<file path="src/rtl/axi4_lite_slv_reg_file_if.sv">
// AXI4-Lite bus bundle shared by the register-file slave and whatever drives it.
// The slave uses the slv_port modport and the initiator uses the mst_port modport.
interface axi4_lite_if #(
  parameter int ADDR_BIT_WIDTH = 5,
  parameter int DATA_BIT_WIDTH = 32
);
  logic [ADDR_BIT_WIDTH-1:0]   awaddr;
  logic                        awvalid;
  logic                        awready;
  logic [DATA_BIT_WIDTH-1:0]   wdata;
  logic [DATA_BIT_WIDTH/8-1:0] wstrb;
  logic                        wvalid;
  logic                        wready;
  logic [1:0]                  bresp;
  logic                        bvalid;
  logic                        bready;
  logic [ADDR_BIT_WIDTH-1:0]   araddr;
  logic                        arvalid;
  logic                        arready;
  logic [DATA_BIT_WIDTH-1:0]   rdata;
  logic [1:0]                  rresp;
  logic                        rvalid;
  logic                        rready;

  modport slv_port (
    input  awaddr, awvalid, wdata, wstrb, wvalid, bready, araddr, arvalid, rready,
    output awready, wready, bresp, bvalid, arready, rdata, rresp, rvalid
  );

  modport mst_port (
    output awaddr, awvalid, wdata, wstrb, wvalid, bready, araddr, arvalid, rready,
    input  awready, wready, bresp, bvalid, arready, rdata, rresp, rvalid
  );
endinterface

</file>
<file path="src/rtl/axi4_lite_slv_reg_file.sv">
// AXI4-Lite slave register file with per-register RW/RO access and per-register write pulses.
// Define AXI4_LITE_SLV_REG_FILE_RD_PULSE_EN to add the o_rd_pulse read-strobe output.
module axi4_lite_slv_reg_file #(
  parameter int                                 NUM_REGS       = 8,
  parameter int                                 DATA_BIT_WIDTH = 32,
  parameter int                                 ADDR_BIT_WIDTH = 5,
  parameter logic [NUM_REGS-1:0]                RO_MASK        = '0,
  parameter logic [NUM_REGS*DATA_BIT_WIDTH-1:0] RST_VALS       = '0
) (
  input  logic                               i_clk,
  input  logic                               i_sync_rst,
  axi4_lite_if.slv_port                      if_s_axi4_lite,
  output logic [NUM_REGS*DATA_BIT_WIDTH-1:0] o_reg_vals,
  input  logic [NUM_REGS*DATA_BIT_WIDTH-1:0] i_ro_vals,
`ifdef AXI4_LITE_SLV_REG_FILE_RD_PULSE_EN
  output logic [NUM_REGS-1:0]                o_rd_pulse,
`endif
  output logic [NUM_REGS-1:0]                o_wr_pulse
);
  localparam int         ADDR_LSB     = DATA_BIT_WIDTH/32 + 1;
  localparam int         WORD_ADDR_BW = $clog2(NUM_REGS);
  localparam int         STRB_BW      = DATA_BIT_WIDTH/8;
  localparam logic [1:0] RESP_OKAY    = 2'b00;
  localparam logic [1:0] RESP_SLVERR  = 2'b10;

  if (NUM_REGS < 2) begin : g_err_num_regs
    $error("NUM_REGS must be >= 2");
  end
  if (DATA_BIT_WIDTH != 32 && DATA_BIT_WIDTH != 64) begin : g_err_data_bw
    $error("DATA_BIT_WIDTH must be 32 or 64");
  end
  if (ADDR_BIT_WIDTH < ADDR_LSB + WORD_ADDR_BW) begin : g_err_addr_bw
    $error("ADDR_BIT_WIDTH too small for NUM_REGS");
  end
  if ($bits(if_s_axi4_lite.awaddr) != ADDR_BIT_WIDTH) begin : g_err_if_addr
    $error("interface ADDR_BIT_WIDTH differs from module parameter");
  end
  if ($bits(if_s_axi4_lite.wdata) != DATA_BIT_WIDTH) begin : g_err_if_data
    $error("interface DATA_BIT_WIDTH differs from module parameter");
  end

  logic                                     aw_ready_q, w_ready_q, ar_ready_q;
  logic                                     held_aw_q, held_w_q, held_aw_d, held_w_d;
  logic                                     b_valid_q, r_valid_q;
  logic [1:0]                               b_resp_q, r_resp_q;
  logic [DATA_BIT_WIDTH-1:0]                r_data_q, rd_data;
  logic [WORD_ADDR_BW-1:0]                  wr_idx_q, rd_idx;
  logic [DATA_BIT_WIDTH-1:0]                w_data_q;
  logic [STRB_BW-1:0]                       w_strb_q;
  logic                                     aw_hs, w_hs, ar_hs, commit, wr_ok, rd_ok;
  logic [NUM_REGS-1:0]                      wr_sel;
  logic [NUM_REGS-1:0][DATA_BIT_WIDTH-1:0]  reg_vals;
  logic                                     unused_in_bits;

  // Only the word-index bits of the addresses matter; RW slices of i_ro_vals are ignored.
  assign unused_in_bits = ^{i_ro_vals, if_s_axi4_lite.awaddr, if_s_axi4_lite.araddr};

  assign aw_hs     = if_s_axi4_lite.awvalid & aw_ready_q;
  assign w_hs      = if_s_axi4_lite.wvalid & w_ready_q;
  assign ar_hs     = if_s_axi4_lite.arvalid & ar_ready_q;
  assign commit    = held_aw_q & held_w_q & ~b_valid_q;
  assign held_aw_d = (held_aw_q | aw_hs) & ~commit;
  assign held_w_d  = (held_w_q | w_hs) & ~commit;

  always_comb begin
    wr_sel = '0;
    for (int k = 0; k < NUM_REGS; k++) begin
      wr_sel[k] = (wr_idx_q == k[WORD_ADDR_BW-1:0]) && !RO_MASK[k];
    end
    wr_ok = |wr_sel;
  end

  always_comb begin
    rd_idx  = if_s_axi4_lite.araddr[ADDR_LSB +: WORD_ADDR_BW];
    rd_data = '0;
    rd_ok   = 1'b0;
    for (int k = 0; k < NUM_REGS; k++) begin
      if (rd_idx == k[WORD_ADDR_BW-1:0]) begin
        rd_ok   = 1'b1;
        rd_data = RO_MASK[k] ? i_ro_vals[k*DATA_BIT_WIDTH +: DATA_BIT_WIDTH] : reg_vals[k];
      end
    end
  end

  always_ff @(posedge i_clk) begin
    if (i_sync_rst) begin
      held_aw_q  <= 1'b0;
      held_w_q   <= 1'b0;
      aw_ready_q <= 1'b0;
      w_ready_q  <= 1'b0;
      b_valid_q  <= 1'b0;
      b_resp_q   <= RESP_OKAY;
      o_wr_pulse <= '0;
    end else begin
      held_aw_q  <= held_aw_d;
      held_w_q   <= held_w_d;
      aw_ready_q <= ~held_aw_d;
      w_ready_q  <= ~held_w_d;
      o_wr_pulse <= '0;
      if (aw_hs) wr_idx_q <= if_s_axi4_lite.awaddr[ADDR_LSB +: WORD_ADDR_BW];
      if (w_hs) begin
        w_data_q <= if_s_axi4_lite.wdata;
        w_strb_q <= if_s_axi4_lite.wstrb;
      end
      if (commit) begin
        b_valid_q  <= 1'b1;
        b_resp_q   <= wr_ok ? RESP_OKAY : RESP_SLVERR;
        o_wr_pulse <= wr_sel;
      end else if (b_valid_q && if_s_axi4_lite.bready) begin
        b_valid_q <= 1'b0;
      end
    end
  end

  // RO registers own no storage; their o_reg_vals slices stay zero.
  for (genvar k = 0; k < NUM_REGS; k++) begin : g_reg
    if (RO_MASK[k]) begin : g_ro
      assign reg_vals[k] = '0;
    end else begin : g_rw
      logic [DATA_BIT_WIDTH-1:0] val_q;
      always_ff @(posedge i_clk) begin
        if (i_sync_rst) begin
          val_q <= RST_VALS[k*DATA_BIT_WIDTH +: DATA_BIT_WIDTH];
        end else if (commit && wr_sel[k]) begin
          for (int b = 0; b < STRB_BW; b++) begin
            if (w_strb_q[b]) val_q[8*b +: 8] <= w_data_q[8*b +: 8];
          end
        end
      end
      assign reg_vals[k] = val_q;
    end
  end
  assign o_reg_vals = reg_vals;

  always_ff @(posedge i_clk) begin
    if (i_sync_rst) begin
      ar_ready_q <= 1'b0;
      r_valid_q  <= 1'b0;
      r_data_q   <= '0;
      r_resp_q   <= RESP_OKAY;
    end else if (ar_hs) begin
      ar_ready_q <= 1'b0;
      r_valid_q  <= 1'b1;
      r_data_q   <= rd_data;
      r_resp_q   <= rd_ok ? RESP_OKAY : RESP_SLVERR;
    end else if (r_valid_q && if_s_axi4_lite.rready) begin
      ar_ready_q <= 1'b1;
      r_valid_q  <= 1'b0;
    end else begin
      ar_ready_q <= ~r_valid_q;
    end
  end

`ifdef AXI4_LITE_SLV_REG_FILE_RD_PULSE_EN
  always_ff @(posedge i_clk) begin
    if (i_sync_rst) begin
      o_rd_pulse <= '0;
    end else begin
      for (int k = 0; k < NUM_REGS; k++) begin
        o_rd_pulse[k] <= ar_hs && (rd_idx == k[WORD_ADDR_BW-1:0]);
      end
    end
  end
`endif

  assign if_s_axi4_lite.awready = aw_ready_q;
  assign if_s_axi4_lite.wready  = w_ready_q;
  assign if_s_axi4_lite.bvalid  = b_valid_q;
  assign if_s_axi4_lite.bresp   = b_resp_q;
  assign if_s_axi4_lite.arready = ar_ready_q;
  assign if_s_axi4_lite.rvalid  = r_valid_q;
  assign if_s_axi4_lite.rdata   = r_data_q;
  assign if_s_axi4_lite.rresp   = r_resp_q;
endmodule

</file>
<file path="src/flat_wrapper.sv">
// flat-port wrapper written by rule: the top's interface ports become plain ports
module axi4_lite_slv_reg_file_flat 
#(
  parameter int                                 NUM_REGS       = 8,
  parameter int                                 DATA_BIT_WIDTH = 32,
  parameter int                                 ADDR_BIT_WIDTH = 5,
  parameter logic [NUM_REGS-1:0]                RO_MASK        = '0,
  parameter logic [NUM_REGS*DATA_BIT_WIDTH-1:0] RST_VALS       = '0
)
  (i_clk, i_sync_rst, o_reg_vals, i_ro_vals, o_wr_pulse, if_s_axi4_lite_awaddr, if_s_axi4_lite_awvalid, if_s_axi4_lite_wdata, if_s_axi4_lite_wstrb, if_s_axi4_lite_wvalid, if_s_axi4_lite_bready, if_s_axi4_lite_araddr, if_s_axi4_lite_arvalid, if_s_axi4_lite_rready, if_s_axi4_lite_awready, if_s_axi4_lite_wready, if_s_axi4_lite_bresp, if_s_axi4_lite_bvalid, if_s_axi4_lite_arready, if_s_axi4_lite_rdata, if_s_axi4_lite_rresp, if_s_axi4_lite_rvalid);
  axi4_lite_if #(.ADDR_BIT_WIDTH(ADDR_BIT_WIDTH), .DATA_BIT_WIDTH(DATA_BIT_WIDTH)) if_s_axi4_lite_i ();
  input  logic i_clk;
  input  logic i_sync_rst;
  output logic [NUM_REGS*DATA_BIT_WIDTH-1:0] o_reg_vals;
  input  logic [NUM_REGS*DATA_BIT_WIDTH-1:0] i_ro_vals;
  output logic [NUM_REGS-1:0] o_wr_pulse;
  input wire logic [$bits(if_s_axi4_lite_i.awaddr)-1:0] if_s_axi4_lite_awaddr;
  input wire logic [$bits(if_s_axi4_lite_i.awvalid)-1:0] if_s_axi4_lite_awvalid;
  input wire logic [$bits(if_s_axi4_lite_i.wdata)-1:0] if_s_axi4_lite_wdata;
  input wire logic [$bits(if_s_axi4_lite_i.wstrb)-1:0] if_s_axi4_lite_wstrb;
  input wire logic [$bits(if_s_axi4_lite_i.wvalid)-1:0] if_s_axi4_lite_wvalid;
  input wire logic [$bits(if_s_axi4_lite_i.bready)-1:0] if_s_axi4_lite_bready;
  input wire logic [$bits(if_s_axi4_lite_i.araddr)-1:0] if_s_axi4_lite_araddr;
  input wire logic [$bits(if_s_axi4_lite_i.arvalid)-1:0] if_s_axi4_lite_arvalid;
  input wire logic [$bits(if_s_axi4_lite_i.rready)-1:0] if_s_axi4_lite_rready;
  output wire logic [$bits(if_s_axi4_lite_i.awready)-1:0] if_s_axi4_lite_awready;
  output wire logic [$bits(if_s_axi4_lite_i.wready)-1:0] if_s_axi4_lite_wready;
  output wire logic [$bits(if_s_axi4_lite_i.bresp)-1:0] if_s_axi4_lite_bresp;
  output wire logic [$bits(if_s_axi4_lite_i.bvalid)-1:0] if_s_axi4_lite_bvalid;
  output wire logic [$bits(if_s_axi4_lite_i.arready)-1:0] if_s_axi4_lite_arready;
  output wire logic [$bits(if_s_axi4_lite_i.rdata)-1:0] if_s_axi4_lite_rdata;
  output wire logic [$bits(if_s_axi4_lite_i.rresp)-1:0] if_s_axi4_lite_rresp;
  output wire logic [$bits(if_s_axi4_lite_i.rvalid)-1:0] if_s_axi4_lite_rvalid;
  assign if_s_axi4_lite_i.awaddr = if_s_axi4_lite_awaddr;
  assign if_s_axi4_lite_i.awvalid = if_s_axi4_lite_awvalid;
  assign if_s_axi4_lite_i.wdata = if_s_axi4_lite_wdata;
  assign if_s_axi4_lite_i.wstrb = if_s_axi4_lite_wstrb;
  assign if_s_axi4_lite_i.wvalid = if_s_axi4_lite_wvalid;
  assign if_s_axi4_lite_i.bready = if_s_axi4_lite_bready;
  assign if_s_axi4_lite_i.araddr = if_s_axi4_lite_araddr;
  assign if_s_axi4_lite_i.arvalid = if_s_axi4_lite_arvalid;
  assign if_s_axi4_lite_i.rready = if_s_axi4_lite_rready;
  assign if_s_axi4_lite_awready = if_s_axi4_lite_i.awready;
  assign if_s_axi4_lite_wready = if_s_axi4_lite_i.wready;
  assign if_s_axi4_lite_bresp = if_s_axi4_lite_i.bresp;
  assign if_s_axi4_lite_bvalid = if_s_axi4_lite_i.bvalid;
  assign if_s_axi4_lite_arready = if_s_axi4_lite_i.arready;
  assign if_s_axi4_lite_rdata = if_s_axi4_lite_i.rdata;
  assign if_s_axi4_lite_rresp = if_s_axi4_lite_i.rresp;
  assign if_s_axi4_lite_rvalid = if_s_axi4_lite_i.rvalid;
  axi4_lite_slv_reg_file #(.NUM_REGS(NUM_REGS), .DATA_BIT_WIDTH(DATA_BIT_WIDTH), .ADDR_BIT_WIDTH(ADDR_BIT_WIDTH), .RO_MASK(RO_MASK), .RST_VALS(RST_VALS)) u_core (.i_clk(i_clk), .i_sync_rst(i_sync_rst), .if_s_axi4_lite(if_s_axi4_lite_i), .o_reg_vals(o_reg_vals), .i_ro_vals(i_ro_vals), .o_wr_pulse(o_wr_pulse));
endmodule
</file>
<file path="config.mk">
export PLATFORM = sky130hd
export DESIGN_NAME = axi4_lite_slv_reg_file_flat
export DESIGN_NICKNAME = d
export VERILOG_FILES = /design/src/rtl/axi4_lite_slv_reg_file_if.sv /design/src/rtl/axi4_lite_slv_reg_file.sv /design/src/flat_wrapper.sv
export SDC_FILE = /design/constraint.sdc
export NUM_CORES = 1
export LEC_CHECK = 0
export ABC_AREA = 1
export BUFFER_PORTS_ARGS = -buffer_cell sky130_fd_sc_hd__buf_2
export CAP_MARGIN = 15
export CORE_AREA = 2 2 240 242
export CTS_CLUSTER_DIAMETER = 60
export DETAILED_ROUTE_END_ITERATION = 10
export DIE_AREA = 0 0 242 244
export PLACE_DENSITY_LB_ADDON = 0.12
export SLEW_MARGIN = 15
export SYNTH_ARGS = -nofsm -noshare
export SYNTH_HDL_FRONTEND = slang
export SYNTH_SLANG_ARGS = --single-unit
</file>
<file path="constraint.sdc">
create_clock -name i_clk -period 4.6 [get_ports i_clk]
set_input_delay 0.69 -clock i_clk [delete_from_list [all_inputs] [get_ports i_clk]]
set_output_delay 0.69 -clock i_clk [all_outputs]
set_load 0.005 [all_outputs]
</file>
==> out/results.txt <==
Slew margin rel. = 0.335
Clk slew on worst S/H paths = 0.06 ns
Yosys warning count = 0
M1 wire length = 33300 um
Initial antenna violation count = 3
Gpl congestion = 0.836
Overall power = 7040 uW
First-pass GRT wire length = 95300 um
Grt total ovfl = 0
Die area = 59000 sq um
CTS max path bufs = 3
Post-CTS resize count = 0
Final Skew = 0.0152 ns
Internal power = 5390 uW
Psw = 1660 uW
Wirelength, routed = 67300 um
Sink Count = 344
# Post-CTS Setup Buffers = 0
Total number of vias = 14231
Drt pass-1 iters = 5
Largest area contributor in the netlist = dfxtp_1
Switching portion of total power = 0.235
Element type at the critical path end = register
Asr flop ratio synth = 0
DP Wirelength = 49100 um
Period utilization = 0.601
Fmax = 362 MHz
Crit path launch type = primary input
# port buffers = 351
Setup_tns = 0 ns
Placed cell areas = 16400 sq um
RSZ-0062 raised after global routing = false
Top sig layer = met4
Gr usage total = 0.220
Vias in the first global route = 13403
Post-route ant nets = 0
Met3 wire length = 7340 um
Final Max Slew Viols = 0
Sequential share of the synthesized area = 0.517
Cell Pwr Density = 393 nW/um^2
Initial core utilization = 0.251
Logic pwr share = 0.040
Clock Tree Root = clkbuf_16
CTS H-Tree Depth = 2
Initial DRC count = 1115
CP required = 5.00 ns
I/O pin cnt = 614
Antenna Cells = 0
Top-count cell post-synth = dfxtp_1
Maxcap violations = 0
Row Count = 87
Via density = 4.91
Nets = 2417
Setup violators final = 0
Post-synth top area share = 0.434
Area growth syn-to-layout = 27.3%
Share of layout cells above drive strength 1 = 0.228
Post-synth EDFFs = 39
CTS tree = built
Tmin final = 2.77 ns
Critical path arrival = 3.16 ns
Final hold vios = 0
Top_reg_cell synth = dfxtp_1
Post-synth cell types = 28
Least-Margin Pin Slew = 0.998 ns
Mapped Cells = 1825
Die Y = 244 um
Met2 WL = 25100 um
Part of the power in registers = 0.442
Mean routed wirelength per cell = 23.2 um
Clock share of power = 0.518
Post-synth top cells = dfxtp_1 (305), nand2_1 (291), a21oi_1 (290)
Chip width = 242 um
Synth Area per Inst = 7.72 sq um
Cts bufs inserted = 44
Crit-path max FO = 31
Post-CTS Hold Fix Bufs = 0
Worst skew pair latency = 0.57 ns
Post-route cell area = 17900 sq um
Crit Path Class = primary input to register
Synthesized flop and latch total = 344
Min-delay worst type = primary input to register
CORE AREA = 56200 sq um
DRC = 0
Cell Area, Synth = 14100 sq um
Worst VDD drop = 0.238 mV
Largest net degree at the start of global routing = 81
Status = complete, no violations
Leakage = 0.00743 uW
Synth area leaders = dfxtp_1 (43%), a21oi_1 (10%), edfxtp_1 (8.3%)
## layout by cell type, fill, tap and decap left out, types with 14 or more instances in the layout
cell type and instances:
buf_2 350, dfxtp_1 305, a21oi_1 290, nand2_1 290, nor2_1 204, nand3_1 171
o21ai_0 154, inv_1 97, nand4_1 78, clkbuf_16 46, edfxtp_1 39, buf_4 23
clkbuf_1 14
## critical path, cell delays in order
cell	delay, ns
buf_2	0.60
nor2_1	0.34
buf_4	0.31
nand3_1	0.09
nand3_1	0.09
nor2_1	0.49
nand4_1	0.28
nand2_1	0.15
a21oi_1	0.07
## stage by stage
stage	hold WS (ns)	cells	util	setup WS (ns)
after floorplan	0.441	1826	-	1.58
after global placement	0.436	2817	0.292	1.49
after detailed placement	0.441	2818	0.292	1.45
after CTS	0.256	2900	0.319	2.06
after global routing	0.273	2900	0.319	1.76
final	0.294	2900	0.319	1.83
## kinds of logic after synthesis
logic type             Yosys count  share of synthesized area
other                            1                   0.000266
AOI/OAI and AO/OA              447                      0.159
DFF                            344                      0.517
and+or+nand+nor                782                      0.250
buffers and inverters          251                     0.0742
## area by class of cell
| cell class | count | area [sq um] |
|---|---|---|
| Multi-Input combinational cell | 1231 | 5780 |
| Clock buffer | 68 | 1310 |
| Clock inverter | 14 | 206 |
| Inverter | 111 | 420 |
| Sequential cell | 344 | 7280 |
| Timing Repair Buffer | 376 | 1980 |
| Tap cell | 756 | 946 |
| Fill cell | 6092 | 38200 |
## routing by layer
layer,global-route usage,vias up
met4,0.0599,0
met3,0.0824,84
li1,-,6726
met5,0,-
met2,0.289,618
met1,0.329,6803
## flip-flops by register name, indices dropped and copies added (netlist names), 3 cells and up
name                         flops
u_core.w_strb_q                  4
u_core.wr_idx_q                  3
u_core.o_wr_pulse                8
u_core.w_data_q                 32
u_core.if_s_axi4_lite.rdata     32
u_core.g.g_rw.val_q            256
## worst paths after layout
check                                  from                               to  slack, ns  depth (start not counted)
max reg2reg                 u_core.held_w_q   u_core.g_reg[4].g_rw.val_q[10]       2.24                          7
min reg2reg  u_core.if_s_axi4_lite.bresp[1]   u_core.if_s_axi4_lite.bresp[1]       0.44                          2
max                if_s_axi4_lite_araddr[3]  u_core.if_s_axi4_lite.rdata[14]       1.83                          9
min                if_s_axi4_lite_wdata[23]              u_core.w_data_q[23]       0.29                          1
## power groups by stage
stage | sequential, uW | combinational (uW) | clock (uW)
after floorplan | 3140 | 175 | 0
after global placement | 3180 | 283 | 0
after detailed placement | 3180 | 285 | 0
after CTS | 3110 | 286 | 3740
after global routing | 3120 | 310 | 3840
final | 3120 | 284 | 3650
Note: power is estimated with default switching activity, not from simulation.
